**src/rtl/alu_share_ctrl.sv**
```systemverilog
// Round-robin sequencer that shares one ALU between two requesters.
// Operands are registered on accept; the result is returned over a valid/ready response.
module alu_share_ctrl #(
  parameter int unsigned DSIZE   = 16,
  parameter int unsigned MUL_LAT = 2
) (
  input  logic             clk,
  input  logic             rst,
  input  logic             req0_valid,
  output logic             req0_ready,
  input  logic [2:0]       req0_op,
  input  logic [DSIZE-1:0] req0_a,
  input  logic [DSIZE-1:0] req0_b,
  input  logic [DSIZE-1:0] req0_imm,
  input  logic             req1_valid,
  output logic             req1_ready,
  input  logic [2:0]       req1_op,
  input  logic [DSIZE-1:0] req1_a,
  input  logic [DSIZE-1:0] req1_b,
  input  logic [DSIZE-1:0] req1_imm,
  output logic             rsp0_valid,
  input  logic             rsp0_ready,
  output logic [DSIZE-1:0] rsp0_result,
  output logic             rsp0_zero,
  output logic             rsp1_valid,
  input  logic             rsp1_ready,
  output logic [DSIZE-1:0] rsp1_result,
  output logic             rsp1_zero,
  output logic [DSIZE-1:0] alu_a,
  output logic [DSIZE-1:0] alu_b,
  output logic [DSIZE-1:0] alu_imm,
  output logic [2:0]       alu_op,
  input  logic [DSIZE-1:0] alu_result,
  input  logic             alu_zero,
  output logic             busy
);

  localparam int unsigned OPW = 3;
  localparam int unsigned CW  = 4;
  localparam logic [OPW-1:0] OP_MUL = 3'd7;

  typedef enum logic [1:0] {IDLE, EXEC, MULW, RESP} state_t;

  state_t           state_q, state_d;
  logic [OPW-1:0]   op_q;
  logic [DSIZE-1:0] a_q, b_q, imm_q, res_q;
  logic             zero_q, owner_q, last_q;
  logic [CW-1:0]    cnt_q, cnt_d;
  logic             grant_idx, take, cap_res;

  // Next-state, grant and response decode
  always_comb begin
    state_d    = state_q;
    cnt_d      = cnt_q;
    grant_idx  = 1'b0;
    take       = 1'b0;
    cap_res    = 1'b0;
    req0_ready = 1'b0;
    req1_ready = 1'b0;
    rsp0_valid = 1'b0;
    rsp1_valid = 1'b0;
    case (state_q)
      IDLE: begin
        // On a tie, the requester that did not win last time gets the grant
        if (req0_valid && req1_valid) grant_idx = ~last_q;
        else                          grant_idx = req1_valid;
        if (req0_valid || req1_valid) begin
          take       = 1'b1;
          req0_ready = ~grant_idx;
          req1_ready = grant_idx;
          cnt_d      = CW'(MUL_LAT - 1);
          state_d    = EXEC;
        end
      end
      EXEC: begin
        if (op_q != OP_MUL || MUL_LAT == 1) begin
          cap_res = 1'b1;
          state_d = RESP;
        end else begin
          state_d = MULW;
        end
      end
      MULW: begin
        cnt_d = cnt_q - 4'd1;
        if (cnt_q == 4'd1) begin
          cap_res = 1'b1;
          state_d = RESP;
        end
      end
      RESP: begin
        rsp0_valid = ~owner_q;
        rsp1_valid = owner_q;
        if (owner_q ? rsp1_ready : rsp0_ready) state_d = IDLE;
      end
      default: state_d = IDLE;
    endcase
  end

  // State and datapath registers
  always_ff @(posedge clk) begin
    if (rst) begin
      state_q <= IDLE;
      op_q    <= '0;
      a_q     <= '0;
      b_q     <= '0;
      imm_q   <= '0;
      res_q   <= '0;
      zero_q  <= 1'b0;
      owner_q <= 1'b0;
      last_q  <= 1'b1;
      cnt_q   <= '0;
    end else begin
      state_q <= state_d;
      cnt_q   <= cnt_d;
      if (take) begin
        op_q    <= grant_idx ? req1_op  : req0_op;
        a_q     <= grant_idx ? req1_a   : req0_a;
        b_q     <= grant_idx ? req1_b   : req0_b;
        imm_q   <= grant_idx ? req1_imm : req0_imm;
        owner_q <= grant_idx;
        last_q  <= grant_idx;
      end
      if (cap_res) begin
        res_q  <= alu_result;
        zero_q <= alu_zero;
      end
    end
  end

  assign alu_a       = a_q;
  assign alu_b       = b_q;
  assign alu_imm     = imm_q;
  assign alu_op      = op_q;
  assign rsp0_result = res_q;
  assign rsp1_result = res_q;
  assign rsp0_zero   = zero_q;
  assign rsp1_zero   = zero_q;
  assign busy        = (state_q != IDLE);

endmodule

```
**config.mk**
```make
export PLATFORM = sky130hd
export DESIGN_NAME = alu_share_ctrl
export DESIGN_NICKNAME = d
export VERILOG_FILES = /design/src/rtl/alu_share_ctrl.sv
export SDC_FILE = /design/constraint.sdc
export NUM_CORES = 1
export LEC_CHECK = 0
export ABC_AREA = 1
export BUFFER_PORTS_ARGS = -buffer_cell sky130_fd_sc_hd__buf_4
export CORE_UTILIZATION = 41
export CTS_BUF_LIST = sky130_fd_sc_hd__clkbuf_4 sky130_fd_sc_hd__clkbuf_8
export DETAILED_ROUTE_END_ITERATION = 12
export PLACE_DENSITY_LB_ADDON = 0.25
export SETUP_SLACK_MARGIN = 0.2
export SYNTH_ARGS = -nofsm -noshare
export SYNTH_HDL_FRONTEND = slang
export SYNTH_SLANG_ARGS = --single-unit
export TNS_END_PERCENT = 5
```
**constraint.sdc**
```tcl
create_clock -name clk -period 1.55 [get_ports clk]
set_input_delay 0.31 -clock clk [delete_from_list [all_inputs] [get_ports clk]]
set_output_delay 0.31 -clock clk [all_outputs]
set_load 0.01 [all_outputs]
```
==> results by group <==
Route
  • Via density per instance: ~4.9
  • Via count: just over 4k
  • Detailed-route wire length: roughly 11000 um
  • DR WL/cell: 13.86 um
  • Total met3 wirelength after detailed routing: between 700 and 800 um
  • Detailed-routing wirelength on met1: approximately 4500 um
  • Remaining routing DRC violations: 0
  • Count of TritonRoute iterations in the first routing pass: 4
  • Top routing layer used: met4
  • Met2 wirelength from detailed routing: ~6000 um
  • Initial drt markers: between 90 and 100
  • Post-route antenna net violation count: 0

Setup path
  • WP data required: around 1.2 ns
  • Maximum fanout along the worst path: 3
  • Nature of the critical path endpoint: output pin
  • Type of element launching the critical path: flop
  • Data arrival time of the worst path: about 1.3 ns
  • Crit Path Category: reg -> out

Clock tree
  • Longest Clk Path Bufs: 2
  • Clock Sinks: 76
  • Clock H-tree levels: 3
  • Root Buffer: sky130_fd_sc_hd__clkbuf_8
  • Clock tree from TritonCTS: done
  • Clock transition time at the flip-flop clock pins of the worst setup and hold paths: 0.08 ns
  • CTS buffer count: 9
  • Clock latency on the worst-skew pair: roughly 0.35 ns
  • Post-cts hold buffer count: 0

Global route
  • Largest net degree at the start of global routing: 43
  • Initial antenna violation count: 1
  • Global-route wire length before repair: ~18000 um
  • Grt total ovfl: 0
  • Total Routing Usage GR: 22.76%
  • Vias in the first global route: around 3.8k

Timing
  • Worst hold slack after final layout: 0.2366 ns
  • Transition time at the pin with the least slew margin: ~0.34 ns
  • Final-report max-slew violation count: 0
  • Final worst path period need: 1.640 ns
  • Setup_tns: -0.5051 ns
  • Final Cycle Share: 105.8%
  • Worst max-slew margin expressed relative to the limit: 77.62%
  • Final Setup Violations: 28
  • Fmax: approximately 0.61 GHz
  • Worst clock skew: approximately 0.014 ns
  • Slack of the critical path: -0.08965 ns
  • Unrepaired setup endpoints after global routing: true
  • Number of failing hold endpoints at the final stage: 0

Power
  • Peak ir drop on the vdd network: roughly 0.00076 V
  • PD cells: roughly 1600 nW/um2
  • Static Leak: ~2.9 nW

Logic synthesis
  • Count of flip-flops with a built-in enable after synthesis: 0
  • Top cell type by total area after synthesis: sky130_fd_sc_hd__dfxtp_1
  • Top area cells in the synthesized netlist: sky130_fd_sc_hd__dfxtp_1 41%, sky130_fd_sc_hd__nand2_1 14%, sky130_fd_sc_hd__o211ai_1 10%
  • Number of instances in the synthesized netlist: between 500 and 600
  • Mean instance size in the synthesized netlist: between 7 and 8 um2
  • Net count of the mapped netlist: roughly 640
  • Flops & latches, synth: 76
  • Total standard cell area after synthesis: around 3700 um2
  • Top-count cell post-synth: sky130_fd_sc_hd__nand2_1
  • Share of the yosys chip area belonging to registers: around 40%
  • Share of the synthesized area in the top cell type: about two fifths
  • Number of synthesis warnings: 0
  • Commonest cells in the synthesized netlist: 141 x sky130_fd_sc_hd__nand2_1, 76 x sky130_fd_sc_hd__dfxtp_1, 74 x sky130_fd_sc_hd__a21oi_1
  • Most common flop cell mapped by yosys: sky130_fd_sc_hd__dfxtp_1
  • Proportion of register bits with asynchronous set or reset after synthesis: 0%
  • Count of different cell masters after synthesis: 24

Placed design
  • HPWL after detailed placement: 7713 um
  • Weighted congestion reported at the end of routability-driven placement: ~0.84
  • Port Buffer Count: 214
  • Setup slack at placement: between 0.07 and 0.08 ns

Finish
  • Synthesis-to-finish area growth: 59.26%
  • Fraction of final layout cells sized beyond drive strength 1: 39.39%
  • Layout filler cell count: 743
  • Ant diodes: 0
  • Net count, final: roughly 850

Floorplanning
  • Row count: 34
  • Core area: between 8000 and 9000 um2
  • Area of the die: ~9400 um2
  • Ports: about 220
  • Height of the chip: 97.09 um
  • Initial core utilization: between 40% and 50%
  • Horizontal die dimension: approximately 97 um

Flow run
  • Number of maximum-capacitance constraint violations: 0

Hold path
  • Path category of the worst min-delay check: in -> reg

Outcome
  • Status: finished with violations
  • Violations in the final reports: setup timing
==> path summary, 6_finish.rpt <==
check	startpoint	to	slack, ns	cells after the start
hold / removal	alu_result[12]	rsp0_result[12]$_SDFFE_PP0P_	0.24	3
setup reg to reg	state_q[0]$_SDFFE_PP0P_	alu_imm[8]$_SDFFE_PP0P_	-0.04	9
setup / recovery	state_q[0]$_SDFFE_PP0P_	req0_ready	-0.09	6
hold reg to reg	alu_b[12]$_SDFFE_PP0P_	alu_b[12]$_SDFFE_PP0P_	0.47	2
==> stage by stage <==
stage | instance area [um2] | total power, mW | util, % | instances
finish | 5904 | 9.408 | 67.70 | 829
global route | 5904 | 10.00 | 67.70 | 829
CTS | 5684 | 8.886 | 65.18 | 822
detailed placement | 5326 | 7.048 | 61.08 | 797
global placement | 5326 | 6.947 | 61.08 | 797
floorplan | 3745 | 5.420 | - | 511
==> cell type report <==
| class | count | area (um2) | share of cell area, % |
|---|---|---|---|
| Timing Repair Buffer | 245 | 2081 | 35.24 |
| Multi-Input combinational cell | 317 | 1712 | 28.99 |
| Tap cell | 108 | 135.1 | 2.289 |
| Clock inverter | 5 | 35.03 | 0.5933 |
| Sequential cell | 76 | 1526 | 25.85 |
| Inverter | 67 | 264.0 | 4.471 |
| Clock buffer | 11 | 151.4 | 2.564 |
==> registers in the layout, indices dropped and copies added, names as in the netlist <==
| register | count |
|---|---|
| alu_a | 16 |
| alu_b | 16 |
| alu_imm | 16 |
| alu_op | 3 |
| cnt_q | 4 |
| last_q | 1 |
| owner_q | 1 |
| rsp0_result | 16 |
| rsp0_zero | 1 |
| state_q | 2 |
==> routing by layer <==
metal	track usage, %	up-vias
li1	-	2053
met1	24.46	1886
met2	41.28	129
met3	7.338	20
met4	8.611	0
met5	0	-
==> cells in the final DEF (no fill, tap or decap), types with 2 or more instances in the layout <==
cell type                   Yosys  final
sky130_fd_sc_hd__dfxtp_1       76     74
sky130_fd_sc_hd__inv_1         65     62
sky130_fd_sc_hd__buf_6          7      9
sky130_fd_sc_hd__a21oi_2        0      3
sky130_fd_sc_hd__buf_4         19    222
sky130_fd_sc_hd__nand3_2        1      3
sky130_fd_sc_hd__nand2_1      141    140
sky130_fd_sc_hd__clkinv_2       0      2
sky130_fd_sc_hd__inv_6          0      2
sky130_fd_sc_hd__nand2_4        0      2
sky130_fd_sc_hd__clkbuf_8       0     11
sky130_fd_sc_hd__clkinv_4       0      2
sky130_fd_sc_hd__nand3_1       28     25
sky130_fd_sc_hd__clkbuf_16      0      5
sky130_fd_sc_hd__ha_1           7      5
sky130_fd_sc_hd__a21oi_1       74     70
sky130_fd_sc_hd__o211ai_1      51     51
sky130_fd_sc_hd__buf_12         0      7
sky130_fd_sc_hd__o21ai_4        0      2
sky130_fd_sc_hd__nor2_1         5      4
sky130_fd_sc_hd__inv_2          2      2
==> repair_timing <==
action	in CTS	in global routing
gates resized for setup	16	22
pin swaps	18	8
cloned	1	5
buffers inserted	8	2
endpoints found under the setup margin	74	81
==> critical path, stage by stage, from the launching register on <==
cell and delay [ns]:
sky130_fd_sc_hd__dfxtp_4 0.37, sky130_fd_sc_hd__inv_4 0.06, sky130_fd_sc_hd__ha_4 0.16, sky130_fd_sc_hd__buf_12 0.11, sky130_fd_sc_hd__o21ai_4 0.06, sky130_fd_sc_hd__a21oi_4 0.12, sky130_fd_sc_hd__buf_6 0.11
==> power breakdown <==
part | total, mW | switching (mW) | internal [mW] | leakage [nW]
registers | 2.81 | 0.326 | 2.48 | 0.625
logic | 5.18 | 2.64 | 2.53 | 2.22
clock network | 1.43 | 0.754 | 0.672 | 0.0957
==> cell families after synthesis <==
group,synth area share [%]
XOR/XNOR,0.2363
adder cells (fa/ha/maj),2.362
AO/OA/AOI/OAI,20.99
AND/OR/NAND/NOR,19.68
buffers and inverters,15.69
flip-flops,41.04
(Power assumes the default switching activity.)
